[config.mk]
export PLATFORM = sky130hd
export DESIGN_NAME = mem_move
export DESIGN_NICKNAME = d
export VERILOG_FILES = /design/src/rtl/mem_move.sv
export SDC_FILE = /design/constraint.sdc
export NUM_CORES = 1
export LEC_CHECK = 0
export ABC_AREA = 1
export BUFFER_PORTS_ARGS = -buffer_cell sky130_fd_sc_hd__buf_2
export CAP_MARGIN = 15
export CORE_AREA = 2 2 319 321
export CTS_CLUSTER_DIAMETER = 80
export DETAILED_ROUTE_END_ITERATION = 10
export DIE_AREA = 0 0 321 323
export HOLD_SLACK_MARGIN = 0.03
export PLACE_DENSITY = 0.48
export SYNTH_ARGS = -nofsm -noshare
export SYNTH_HDL_FRONTEND = slang
export SYNTH_SLANG_ARGS = --single-unit
[constraint.sdc]
create_clock -name i_clk -period 14.41 [get_ports i_clk]
set_clock_uncertainty 0.2 [all_clocks]
set_input_delay 1.441 -clock i_clk [delete_from_list [all_inputs] [get_ports i_clk]]
set_output_delay 1.441 -clock i_clk [all_outputs]
set_load 0.01 [all_outputs]
[src/rtl/mem_move.sv]
// Single-channel SRAM-to-SRAM word mover: ascending/descending copy or constant fill,
// with a destination-address delay line matched to the source read latency.
module mem_move #(
    parameter int unsigned WIDTH         = 256,
    parameter int unsigned MAX_MEM_DEPTH = 320,
    parameter int unsigned RD_LAT        = 1,
    localparam int unsigned AW           = $clog2(MAX_MEM_DEPTH),
    localparam int unsigned LW           = $clog2(MAX_MEM_DEPTH + 1)
) (
    input  logic             i_clk,
    input  logic             i_rst,
    input  logic             i_start,
    input  logic [1:0]       i_mode,
    input  logic [AW-1:0]    i_src_addr,
    input  logic [AW-1:0]    i_dst_addr,
    input  logic [LW-1:0]    i_len,
    input  logic [WIDTH-1:0] i_fill_data,
    output logic [AW-1:0]    o_mem_in_addr,
    output logic             o_mem_in_en,
    input  logic [WIDTH-1:0] i_mem_in,
    output logic [AW-1:0]    o_mem_out_addr,
    output logic             o_mem_out_en,
    output logic [WIDTH-1:0] o_mem_out,
    output logic             o_busy,
    output logic             o_done,
    output logic             o_err
);

    localparam int unsigned SW = LW + 1;

    localparam logic [2:0] S_IDLE  = 3'd0;
    localparam logic [2:0] S_READ  = 3'd1;
    localparam logic [2:0] S_FILL  = 3'd2;
    localparam logic [2:0] S_DRAIN = 3'd3;
    localparam logic [2:0] S_DONE  = 3'd4;

    localparam logic [1:0] M_ASC  = 2'd0;
    localparam logic [1:0] M_FILL = 2'd1;
    localparam logic [1:0] M_DESC = 2'd2;
    localparam logic [1:0] M_RSVD = 2'd3;

    logic [2:0]       state_q, state_d;
    logic [1:0]       mode_q, mode_d;
    logic [AW-1:0]    src_q, src_d, dst_q, dst_d;
    logic [LW-1:0]    len_q, len_d, cnt_q, cnt_d;
    logic [WIDTH-1:0] fill_q, fill_d;
    logic             rd_en_q, rd_en_d;
    logic [AW-1:0]    rd_addr_q, rd_addr_d;
    logic             out_en_q, out_en_d;
    logic [AW-1:0]    out_addr_q, out_addr_d;
    logic             busy_q, busy_d, done_q, done_d, err_q, err_d;
    logic             dl_v0_d;
    logic [AW-1:0]    dl_a0_d;
    logic [RD_LAT-1:0] dl_v_q;
    logic [AW-1:0]    dl_a_q [RD_LAT];
    logic             start_err;
    logic             desc;

    // Address of word k; descending walks from the top of the region down.
    function automatic logic [AW-1:0] word_addr(input logic [AW-1:0] base,
                                                 input logic [LW-1:0] len,
                                                 input logic [LW-1:0] k,
                                                 input logic          dn);
        logic [SW-1:0] a;
        if (dn) a = SW'(base) + SW'(len) - SW'(k) - SW'(1);
        else    a = SW'(base) + SW'(k);
        return AW'(a);
    endfunction

    assign desc = (mode_q == M_DESC);
    assign start_err = (i_mode == M_RSVD)
                    || ((SW'(i_dst_addr) + SW'(i_len)) > SW'(MAX_MEM_DEPTH))
                    || ((i_mode != M_FILL) && ((SW'(i_src_addr) + SW'(i_len)) > SW'(MAX_MEM_DEPTH)));

    always_comb begin
        state_d    = state_q;
        mode_d     = mode_q;
        src_d      = src_q;
        dst_d      = dst_q;
        len_d      = len_q;
        fill_d     = fill_q;
        cnt_d      = cnt_q;
        rd_en_d    = 1'b0;
        rd_addr_d  = '0;
        dl_v0_d    = 1'b0;
        dl_a0_d    = '0;
        out_en_d   = dl_v_q[RD_LAT-1];
        out_addr_d = dl_v_q[RD_LAT-1] ? dl_a_q[RD_LAT-1] : '0;
        busy_d     = busy_q;
        done_d     = 1'b0;
        err_d      = err_q;
        case (state_q)
            S_IDLE: begin
                if (i_start) begin
                    mode_d = i_mode;
                    src_d  = i_src_addr;
                    dst_d  = i_dst_addr;
                    len_d  = i_len;
                    fill_d = i_fill_data;
                    err_d  = 1'b0;
                    cnt_d  = LW'(1);
                    if (start_err) begin
                        err_d   = 1'b1;
                        done_d  = 1'b1;
                        state_d = S_DONE;
                    end else if (i_len == LW'(0)) begin
                        done_d  = 1'b1;
                        state_d = S_DONE;
                    end else if (i_mode == M_FILL) begin
                        out_en_d   = 1'b1;
                        out_addr_d = word_addr(i_dst_addr, i_len, LW'(0), 1'b0);
                        busy_d     = 1'b1;
                        state_d    = S_FILL;
                    end else begin
                        rd_en_d   = 1'b1;
                        rd_addr_d = word_addr(i_src_addr, i_len, LW'(0), i_mode == M_DESC);
                        dl_v0_d   = 1'b1;
                        dl_a0_d   = word_addr(i_dst_addr, i_len, LW'(0), i_mode == M_DESC);
                        busy_d    = 1'b1;
                        state_d   = S_READ;
                    end
                end
            end
            S_READ: begin
                if (cnt_q < len_q) begin
                    rd_en_d   = 1'b1;
                    rd_addr_d = word_addr(src_q, len_q, cnt_q, desc);
                    dl_v0_d   = 1'b1;
                    dl_a0_d   = word_addr(dst_q, len_q, cnt_q, desc);
                    cnt_d     = cnt_q + LW'(1);
                end else begin
                    cnt_d   = LW'(1);
                    state_d = S_DRAIN;
                end
            end
            // Wait for the last RD_LAT reads to come back and be written.
            S_DRAIN: begin
                if (cnt_q == LW'(RD_LAT)) begin
                    busy_d  = 1'b0;
                    done_d  = 1'b1;
                    state_d = S_DONE;
                end else begin
                    cnt_d = cnt_q + LW'(1);
                end
            end
            S_FILL: begin
                if (cnt_q < len_q) begin
                    out_en_d   = 1'b1;
                    out_addr_d = word_addr(dst_q, len_q, cnt_q, 1'b0);
                    cnt_d      = cnt_q + LW'(1);
                end else begin
                    busy_d  = 1'b0;
                    done_d  = 1'b1;
                    state_d = S_DONE;
                end
            end
            S_DONE:  state_d = S_IDLE;
            default: state_d = S_IDLE;
        endcase
    end

    always_ff @(posedge i_clk or posedge i_rst) begin
        if (i_rst) begin
            state_q    <= S_IDLE;
            mode_q     <= M_ASC;
            src_q      <= '0;
            dst_q      <= '0;
            len_q      <= '0;
            cnt_q      <= '0;
            fill_q     <= '0;
            rd_en_q    <= 1'b0;
            rd_addr_q  <= '0;
            out_en_q   <= 1'b0;
            out_addr_q <= '0;
            busy_q     <= 1'b0;
            done_q     <= 1'b0;
            err_q      <= 1'b0;
        end else begin
            state_q    <= state_d;
            mode_q     <= mode_d;
            src_q      <= src_d;
            dst_q      <= dst_d;
            len_q      <= len_d;
            cnt_q      <= cnt_d;
            fill_q     <= fill_d;
            rd_en_q    <= rd_en_d;
            rd_addr_q  <= rd_addr_d;
            out_en_q   <= out_en_d;
            out_addr_q <= out_addr_d;
            busy_q     <= busy_d;
            done_q     <= done_d;
            err_q      <= err_d;
        end
    end

    // Destination address rides alongside each outstanding read.
    always_ff @(posedge i_clk or posedge i_rst) begin
        if (i_rst) begin
            dl_v_q <= '0;
            for (int i = 0; i < RD_LAT; i++) dl_a_q[i] <= '0;
        end else begin
            dl_v_q[0] <= dl_v0_d;
            dl_a_q[0] <= dl_a0_d;
            for (int i = 1; i < RD_LAT; i++) begin
                dl_v_q[i] <= dl_v_q[i-1];
                dl_a_q[i] <= dl_a_q[i-1];
            end
        end
    end

    assign o_mem_in_en    = rd_en_q;
    assign o_mem_in_addr  = rd_addr_q;
    assign o_mem_out_en   = out_en_q;
    assign o_mem_out_addr = out_addr_q;
    assign o_mem_out      = out_en_q ? ((mode_q == M_FILL) ? fill_q : i_mem_in) : '0;
    assign o_busy         = busy_q;
    assign o_done         = done_q;
    assign o_err          = err_q;

endmodule
# Word level (Yosys, flattened, before mapping)
# Cells that the tools add are included.
# op_classes
add_sub_neg,13
magnitude_cmp,3
n_eq_ne,18
mux,63
n_reduce_logical,11
# op_table
op,count
2-to-1 mux 256 bit,2
2-to-1 mux 9 bit,24
case mux 9 bit (2 select lines),3
adder 9 bit,4
case mux 9 bit (4 select lines),1
"subtractor 9 x 1 -> 9 bit, second input constant",4
2-to-1 mux 1 bit,21
adder 9 x 9 -> 10 bit,2
"greater-than comparator 10 x 9 -> 1 bit, second input constant",2
2-to-1 mux 3 bit,6
subtractor 9 bit,2
"!= test 2 bit, second input constant",8
case mux 3 bit (4 select lines),1
"adder 9 x 1 -> 9 bit, second input constant",1
"equality test 9 x 1 -> 1 bit, second input constant",1
zero test 9 bit,1
< comparator 9 bit,1
AND reduction 4 bit,2
"equality test 2 bit, second input constant",3
"equality test 3 x 2 -> 1 bit, second input constant",2
case mux 1 bit (3 select lines),2
AND reduction 6 bit,1
"equality test 2 x 1 -> 1 bit, second input constant",2
case mux 1 bit (2 select lines),2
9 further kinds,10
# word_totals
ff_bits,329
inputBits,544
output_inout_bits,279
elab_cells,123

# Logic depth before layout (Yosys ltp)
# logic_depth
depth_word,8
mapped_depth,19
mapped_depth_nobuf,19

# Worst setup path before layout
# OpenSTA, ideal clock, no wires.
# synth_path
path_kind,input to register
startpoint,input i_dst_addr[1]
endpoint,"register busy_q, in the netlist o_busy"
setup_time_ps,117
t_arrival_ps,3239
required_ps,14093
path_slack_ps,10854
path_stages,18
n_path_buf,1
path_cell_list,ha_1 -> xor2_1 -> inv_1 -> ha_1 -> inv_1 -> nor2_2 -> nand2_4 -> nor2_4 -> nand2_1 -> nand2_1 -> nand2_2 -> nor2_4 -> buf_4 -> nand3_2 -> nand2_1 -> nand2_1 -> nand2_1 -> nand2_1
# synth_between
elab_chain_cells,6
# synth_rtl
item,line,rtl
"start, declared",15,"input logic [AW-1:0] i_dst_addr,"
adder 9 x 9 -> 10 bit,--,
greater-than comparator 10 x 9 -> 1 bit,72,|| ((SW'(i_dst_addr) + SW'(i_len)) > SW'(MAX_MEM_DEPTH))
logical OR 1 bit,72,
logical OR 1 bit,73,|| ((i_mode != M_FILL) && ((SW'(i_src_addr) + SW'(i_len)) > SW'(MAX_MEM_DEPTH)));
!= test 2 bit (no line),--,
AND reduction 6 bit (no line),--,
"end signal, assigned",190,busy_q <= busy_d;
"end, declared",51,"logic busy_q, busy_d, done_q, done_d, err_q, err_d;"
# No other way between the ends.
# A chain may end at the register's enable or synchronous reset.

# Worst setup path after layout
# layout_path
startpoint,register mode_q[1]
endpoint,output o_mem_out[243]
# layout_between
elab_chain_cells,3
# layout_rtl
item,line,rtl
"start, declared",43,"logic [1:0] mode_q, mode_d;"
"start signal, assigned",180,mode_q <= mode_d;
equality test 2 x 1 -> 1 bit,215,assign o_mem_out = out_en_q ? ((mode_q == M_FILL) ? fill_q : i_mem_in) : '0;
2-to-1 mux 256 bit (2 in a row),215,
"end, declared",23,"output logic [WIDTH-1:0] o_mem_out,"
# No other way between the ends.

==> impl_metrics.toml <==
[timing]
hold_ws_ns = 0.270
fin_crit_sh_pct = 37.5
layout_min_cycle_time_ns = 5.40
relSlewSlack_pct = 24.9
finalHoldViolations = 0
rsz0062_at_grt = "false"
maxSlewViolCount = 0
max_freq_mhz = 185
worstMarginPinSlew_ns = 1.13
finalSetupViolations = 0
tns_ns = 0

[routing]
routed_via_density = 4.31
ant_nets = 0
dr.pass1.iters = 7
via_count = 21000
wl_per_cell_um = 17.7
drc = 0
routed_wl_um = 86400
dr.first_iter.drc_count = 1448

[place]
placed_cell_area_um2 = 25300
io_buffers = 822
place_inst = 4793
gp_congestion = 0.856
hpwlAfterDp_um = 65400

[clock_network]
clock_latency_ns = 0.59
cts_hold_buffers = 0
root_buffer = "clkbuf_16"
clock-sinks = 329
cts_setup_buffers = 0
numCtsBuffers = 44
htreeDepth = 2
clockBufferDepth = 3
cts_tree = "yes"
clk_pin_slew_ns = 0.06
cts_resized = 0

[floorplan]
num_rows = 117
dieArea_um2 = 104000
initial_core_util_pct = 19.9
pin_count = 823
die-height_um = 323
placeableCoreArea_um2 = 101000
chipWidth_um = 321

[setup_path]
r2r_end = "fill_q[195]"
critPathCapture = "o_mem_out[243]"
start_kind = "flop"
worstSetupPathType = "flop to output pin"
regToRegSetupSlack_ns = 9.85
worstPathArrival_ns = 3.76
end_kind = "output pin"
cp-startpoint = "mode_q[1]"
cp.required_ns = 12.77
crit_fanout = 119
reg2regPathDepth = 8
reg2reg_from = "state_q[2]"

[grt]
grt_usage_pct = 15.7
antenna_found_initial = 24
grt_pass1_wl_um = 124000
grt_overflow = 0
grt_max_degree = 141
grt_pass1_vias = 19700

[cells_and_area]
drive_above_1_share_pct = 26.6
area_growth_pct = 33.6
fill_cells = 11300
stdcell_area_um2 = 26800
layout.nets = 4174
layout_commonest_cell = "buf_2"
final_cell_mix = "822 x buf_2, 727 x nand2_1, 480 x o21ai_0, 328 x dfrtp_1, 313 x inv_1"
final_cells = 4879

[synth]
yosysWarnings = 0
synth_area_um2 = 20100
syn_area_per_cell_um2 = 7.15
synthDistinctLibCells = 47
syn_nets = 3448
postSynthCellCount = 2805
ys_ff_latch = 329
synth-async-reset-ratio_pct = 100
seq_area_frac_synth_pct = 41.0
synth_edf_count = 0
synth_ff_type = "dfrtp_1"

[power]
peakVddDrop_v = 0.0000807
totalPowerFinal_w = 0.00554
leakagePower_nw = 14.4
powerDensity_nw_per_um2 = 207

[worst_hold_path]
hold_start = "o_busy"
hold_path.class = "flop to flop"

[run_status]
status = "finished clean"

[flow_run]
drv_cap = 0
routing by layer:
metal  share of wire, %  track usage [%]  vias up
met5               0.13                0        -
met4                3.1             5.42       18
met3                7.1             3.89      123
met2                 46             25.1      740
met1                 44             20.5     9736
li1                   -                -    10400
power by group:
group          leakage [nW]  internal [W]  switching [W]
sequential             4.10       0.00135       0.000231
combinational          9.60      0.000923        0.00193
clock                 0.700      0.000660       0.000449
total                  14.4       0.00294        0.00261
state kept, by name, indices dropped and copies added, names as in the netlist, 9 cells and up:
register        cells
dst_q               9
cnt_q               9
dl_a_q              9
len_q               9
o_mem_in_addr       9
src_q               9
fill_q            256
o_mem_out_addr      9
cell usage after synthesis, drive strengths merged (2+ instances only):
master	instances	share of area [%]
dfrtp	329	41
nor3b	2	0.075
nor3	9	0.31
nand3	60	1.6
nand2	736	14
xor2	20	0.87
o21a	3	0.11
a22oi	3	0.11
a31oi	3	0.094
o21bai	8	0.36
o21ai	487	12
o31ai	2	0.075
clkinv	2	0.044
or2	2	0.062
ha	79	4.9
nor2	307	5.9
nand4	22	0.69
xnor2	11	0.52
nand3b	8	0.30
a21oi	198	4.9
inv	318	5.9
clkbuf	117	2.2
a221oi	3	0.13
fa	20	2.0
o22ai	3	0.094
buf	43	1.1
o211ai	6	0.22
o311ai	2	0.087
worst max-delay path: stages (launching register included):
cell and delay, ns:
dfrtp_1 0.36, inv_1 0.11, nand2_4 0.29, inv_8 0.50, buf_4 0.83, o21ai_0 0.18, a21oi_1 0.48, buf_2 0.24
worst min path at each step:
stage / to / cells after the start
detailed placement: fill_q[72] / 2
global placement: fill_q[10] / 2
global route: fill_q[64] / 2
finish: o_busy / 2
floorplan: fill_q[0] / 2
CTS: fill_q[72] / 2
cell families (layout without fill, tap and decap cells):
group / Yosys count / after routing / share of synthesized area [%]
flip-flops: 329 / 329 / 41.0
XOR/XNOR: 31 / 31 / 1.39
other: 0 / 9 / 0
buffers and inverters: 480 / 1236 / 9.27
AO/OA/AOI/OAI: 720 / 720 / 18.6
AND/OR/NAND/NOR: 1146 / 1146 / 22.8
adder cells (fa/ha/maj): 99 / 99 / 6.92
through the flow:
stage                     utilization (%)  worst slack, ns
after global routing                 26.6             8.67
after CTS                            26.6             8.87
final                                26.6             9.01
after global placement               25.2             9.56
after detailed placement             25.2             9.54
after floorplan                         -             3.66
cell type report:
cell class,count,area (um^2),share of cell area [%]
clock buffer,63,1290,4.83
antenna,9,22.5,0.0840
tap,1309,1640,6.11
timing repair buffer,840,4260,15.9
inverter,320,1220,4.57
clock inverter,13,149,0.555
multi-input combinational,1996,9980,37.2
sequential,329,8240,30.7
Power figures use the tool's default switching activity.
